===== config.mk =====
export PLATFORM = sky130hd
export DESIGN_NAME = nv_nvdla_nocif_dram_read_ig_wrr_sched
export DESIGN_NICKNAME = d
export VERILOG_FILES = /design/src/rtl/nv_nvdla_nocif_dram_read_ig_wrr_sched_pkg.sv /design/src/rtl/nv_nvdla_nocif_dram_read_ig_wrr_sched_rr_pick.sv /design/src/rtl/nv_nvdla_nocif_dram_read_ig_wrr_sched.sv
export SDC_FILE = /design/constraint.sdc
export NUM_CORES = 1
export LEC_CHECK = 0
export BUFFER_PORTS_ARGS = -buffer_cell sky130_fd_sc_hd__buf_4
export CORE_AREA = 2 2 100 175
export CTS_CLUSTER_SIZE = 12
export DETAILED_ROUTE_END_ITERATION = 16
export DIE_AREA = 0 0 102 177
export PLACE_DENSITY = 0.63
export SYNTH_ARGS = -nofsm -noshare
export SYNTH_HDL_FRONTEND = slang
export SYNTH_SLANG_ARGS = --single-unit
export TNS_END_PERCENT = 5

===== constraint.sdc =====
create_clock -name nvdla_core_clk -period 9.99 [get_ports nvdla_core_clk]
set_input_delay 0.4995 -clock nvdla_core_clk [delete_from_list [all_inputs] [get_ports nvdla_core_clk]]
set_output_delay 0.4995 -clock nvdla_core_clk [all_outputs]
set_load 0.1 [all_outputs]

===== src/rtl/nv_nvdla_nocif_dram_read_ig_wrr_sched_pkg.sv =====
// Shared constants for the NOCIF DRAM read ingress scheduler.
// Client count and weight width used as parameter defaults.
package nv_nvdla_nocif_dram_read_ig_wrr_sched_pkg;

    localparam int NVDLA_NUM_DMA_READ_CLIENTS = 10;
    localparam int RD_WT_W                    = 8;

endpackage


===== src/rtl/nv_nvdla_nocif_dram_read_ig_wrr_sched_rr_pick.sv =====
// Rotate-priority picker: first set req bit at or after start, wrapping.
// Shared by the read and write side schedulers.
module nv_nvdla_nocif_rr_pick
    import nv_nvdla_nocif_dram_read_ig_wrr_sched_pkg::*;
#(
    parameter int N     = NVDLA_NUM_DMA_READ_CLIENTS,
    parameter int IDX_W = 4
) (
    input  logic [N-1:0]     req,
    input  logic [IDX_W-1:0] start,
    output logic [N-1:0]     oh,
    output logic [IDX_W-1:0] idx,
    output logic             vld
);

    logic [IDX_W:0]   sum;
    logic [IDX_W-1:0] j;

    always_comb begin
        oh  = '0;
        idx = '0;
        vld = 1'b0;
        sum = '0;
        j   = '0;
        for (int k = 0; k < N; k++) begin
            sum = {1'b0, start} + (IDX_W+1)'(k);
            if (sum >= (IDX_W+1)'(N)) begin
                sum = sum - (IDX_W+1)'(N);
            end
            j = sum[IDX_W-1:0];
            if (!vld && req[j]) begin
                vld   = 1'b1;
                idx   = j;
                oh[j] = 1'b1;
            end
        end
    end

endmodule


===== src/rtl/nv_nvdla_nocif_dram_read_ig_wrr_sched.sv =====
// Weighted round-robin grant scheduler for the DRAM read request channel.
// Owner keeps the channel for wt+1 grants, then ownership rotates.
module nv_nvdla_nocif_dram_read_ig_wrr_sched
    import nv_nvdla_nocif_dram_read_ig_wrr_sched_pkg::*;
#(
    parameter int NUM_CLIENTS = NVDLA_NUM_DMA_READ_CLIENTS,
    parameter int WT_W        = RD_WT_W,
    parameter int IDX_W       = 4
) (
    input  logic                        nvdla_core_clk,
    input  logic                        nvdla_core_rstn,
    input  logic [NUM_CLIENTS-1:0]      req,
    input  logic [NUM_CLIENTS*WT_W-1:0] wt,
    input  logic                        gnt_busy,
    output logic [NUM_CLIENTS-1:0]      gnt,
    output logic                        gnt_vld,
    output logic [IDX_W-1:0]            gnt_idx
);

    localparam logic [IDX_W-1:0] LAST = IDX_W'(NUM_CLIENTS-1);
    localparam logic [NUM_CLIENTS-1:0] ONE = NUM_CLIENTS'(1);

    logic [IDX_W-1:0] ptr, ptr_nxt;
    logic [WT_W-1:0]  cnt, cnt_nxt;
    logic             own, own_nxt;

    logic [IDX_W-1:0]       start;
    logic [NUM_CLIENTS-1:0] pick_oh;
    logic [IDX_W-1:0]       pick_idx;
    logic                   pick_vld;
    logic                   cont;
    logic                   take;
    logic [WT_W-1:0]        wt_a [NUM_CLIENTS];

    for (genvar i = 0; i < NUM_CLIENTS; i++) begin : g_wt
        assign wt_a[i] = wt[i*WT_W +: WT_W];
    end

    // Search begins just past the last owner, so it is reconsidered last.
    assign start = (ptr == LAST) ? '0 : ptr + 1'b1;

    nv_nvdla_nocif_rr_pick #(
        .N     (NUM_CLIENTS),
        .IDX_W (IDX_W)
    ) u_pick (
        .req   (req),
        .start (start),
        .oh    (pick_oh),
        .idx   (pick_idx),
        .vld   (pick_vld)
    );

    assign cont = own & req[ptr] & (cnt != '0);
    assign take = nvdla_core_rstn & ~gnt_busy & (cont | pick_vld);

    always_comb begin
        gnt     = '0;
        gnt_idx = '0;
        if (take) begin
            gnt     = cont ? (ONE << ptr) : pick_oh;
            gnt_idx = cont ? ptr : pick_idx;
        end
    end

    assign gnt_vld = take;

    always_comb begin
        ptr_nxt = ptr;
        cnt_nxt = cnt;
        own_nxt = own;
        if (!gnt_busy) begin
            if (cont) begin
                cnt_nxt = cnt - 1'b1;
            end else if (pick_vld) begin
                ptr_nxt = pick_idx;
                cnt_nxt = wt_a[pick_idx];
                own_nxt = 1'b1;
            end else begin
                own_nxt = 1'b0;
            end
        end
    end

    always_ff @(posedge nvdla_core_clk or negedge nvdla_core_rstn) begin
        if (!nvdla_core_rstn) begin
            ptr <= LAST;
            cnt <= '0;
            own <= 1'b0;
        end else begin
            ptr <= ptr_nxt;
            cnt <= cnt_nxt;
            own <= own_nxt;
        end
    end

endmodule


==> impl_metrics.ini <==
[routing]
post_drt_via_cell_ratio = 6.44
post_drt_wl_per_cell_um = 22.7
postRouteWirelength_um = 24500
drc_errors = 0
drtIter0Drc = 548
first_pass_iters = 5
via_count = 6953
final_antenna_net_count = 0

[sta]
fin_crit_ns = 8.77
tns_ns = 0
fmax_mhz = 114
rsz0062_at_grt = false
worst_slew_pin_slew_ns = 1.00
hold_violations = 0
drv_slew = 0
fin_worst_skew_ns = 0.00179
relSlewSlack_pct = 31.4
whs_ns = 0.0980
setup_viol = 0
post-route-period-util_pct = 87.8

[clock_tree]
cts_setup_buffers = 0
cts.clk_slew.worst_paths_ns = 0.05
cts_buffer_depth = 2
cts.sinks = 13
cts_resized = 0
clk_latency_ns = 0.25
h-tree-depth = 1
cts_tree = yes
cts-buffers-inserted = 3
cts_hold_buf = 0
clockRootBuffer = clkbuf_16

[global_route]
gr-usage-all-layers_pct = 26.4
grt_pass1_vias = 6807
grt_overflow_total = 0
grt_pass1_wl_um = 36900
antenna_found_initial = 0
grt_max_degree = 57

[synth]
ys_warn_count = 0
postSynthAreaPerCell_um2 = 7.32
synth-edff-count = 0
synth_top_area_share_pct = 8.91
syn_inst = 783
ys.flop_type = dfrtp_1
synth_area_um2 = 5730
seq_area_frac_synth_pct = 5.72
yosys-top-cells-area = mux2i_1 8.9%, ha_1 5.0%, dfrtp_1 4.8%
yosysTopAreaCell = mux2i_1
synth_cell_type_count = 97
syn_nets = 900
synth_commonest_cells = 61 x nor2_1, 56 x nand2_1, 51 x mux2i_1
synthMostInstantiatedCell = nor2_1
synth-seq-cells = 13
async_flop_share_pct = 100

[run_status]
status = finished clean

[floorplanning]
rows = 63
ioPinCount = 108
design.core.area_um2 = 16700
die_area_um2 = 18100
die_y_um = 177
die_w_um = 102
start_util_pct = 34.3

[run]
cap_violations = 0

[worst_setup_path]
worstSetupEndpointType = output pin
critPathKind = flop to output pin
critPathLaunchType = flop
rr_endpoint = cnt[7]
rr_worst_depth = 20
r2r-start = ptr[1]
crit_required_ns = 9.49
crit_path_max_fanout = 25
crit_arrival_ns = 8.27
r2r_setup_slack_ns = 1.78

[placement]
dp_cells = 1075
dp_hpwl_um = 19700
placed_area_um2 = 6610
numPortBuffers = 107
routabilityCongestion = 1.03

[final_layout]
nNetsFinal = 970
area_delta_synth_final_pct = 16.6
design_area_um2 = 6680
layout-drive-gt1-share_pct = 22.4
finalNonFillerCells = 1079
antennaDiodeCount = 0

[hold_path]
hold_class = primary input to async pin
## registers in the layout, indices dropped and copies added, names as in the netlist
name	count
cnt	8
own	1
ptr	4
## worst max path at each step
stage / start / endpoint / slack, ns / depth (start not counted)
floorplan: ptr[0] / gnt[8] / 0.97 / 22
finish: ptr[1] / gnt_idx[1] / 1.22 / 19
detailed placement: ptr[1] / gnt_idx[1] / 1.66 / 19
CTS: ptr[1] / gnt_idx[1] / 1.39 / 19
global placement: ptr[1] / gnt_idx[1] / 1.88 / 19
global route: ptr[1] / gnt_idx[1] / 0.57 / 19
## final cells by class
cell class,instances,area (um^2)
Clock buffer,4,78.8
Sequential cell,13,328
Tap cell,227,284
Inverter,21,78.8
Fill cell,1828,10000
Timing Repair Buffer,118,886
Multi-Input combinational cell,696,5030
## metrics by stage
step	util, %	setup WS [ns]
after floorplan	-	0.972
after global routing	40.0	0.571
after detailed placement	39.5	1.66
final	40.0	1.22
after global placement	39.5	1.88
after CTS	40.0	1.39
## layout by cell type (no fill, tap or decap), types with 7 or more instances in the layout
cell type | synthesis | routed
xor2_1 | 9 | 9
mux2i_1 | 51 | 51
o221ai_1 | 9 | 9
o21ai_0 | 36 | 36
nand2b_1 | 14 | 14
nand2_1 | 56 | 56
nand3_1 | 38 | 38
a22oi_1 | 8 | 8
a21o_1 | 8 | 8
dfrtp_1 | 11 | 11
buf_4 | 11 | 118
ha_1 | 23 | 23
a21oi_1 | 37 | 37
xnor2_1 | 11 | 11
nor3_1 | 25 | 25
nor2_1 | 61 | 61
mux2_2 | 18 | 18
nor2b_1 | 10 | 10
a31oi_1 | 23 | 23
nor4_1 | 7 | 7
o211ai_1 | 27 | 27
or3_1 | 8 | 8
nand4_1 | 19 | 19
o22ai_1 | 11 | 11
inv_1 | 17 | 17
mux2_1 | 9 | 9
a211o_1 | 14 | 14
a211oi_1 | 16 | 16
## metal layers
layer	global-route usage, %	part of all wire (%)
met5	0	0
met4	18.2	8.1
met3	1.70	5.3
met2	48.8	52
met1	27.3	35
## logic make-up (layout without fill, tap and decap cells)
group | after synthesis | after routing | synth area share (%)
AND/OR/NAND/NOR | 287 | 287 | 26.8
AO/OA/AOI/OAI | 286 | 286 | 38.0
multiplexers | 79 | 79 | 14.5
buffers and inverters | 74 | 143 | 6.55
adder cells (fa/ha/maj) | 24 | 24 | 5.37
XOR/XNOR | 20 | 20 | 3.06
flip-flops | 13 | 13 | 5.72
## worst max-delay path: stages (launching register included)
cell and delay, ns:
dfrtp_1 0.85, clkinv_1 0.52, nor2_1 0.27, ha_1 0.47, nor2_4 0.48, inv_2 0.22
ha_1 0.39, ha_1 0.48, a21oi_1 0.30, a21boi_1 0.23, mux2i_1 0.52, mux2i_1 0.31
o211ai_1 0.17, or3_1 0.41, or3_1 0.49, or3_1 0.47, o221ai_2 0.74, nor2_1 0.07
a211oi_1 0.27, buf_4 0.35
Power is left out: the tool's default activity adds up to more than one toggle a clock period on the data nets, which glitch-free logic cannot reach.
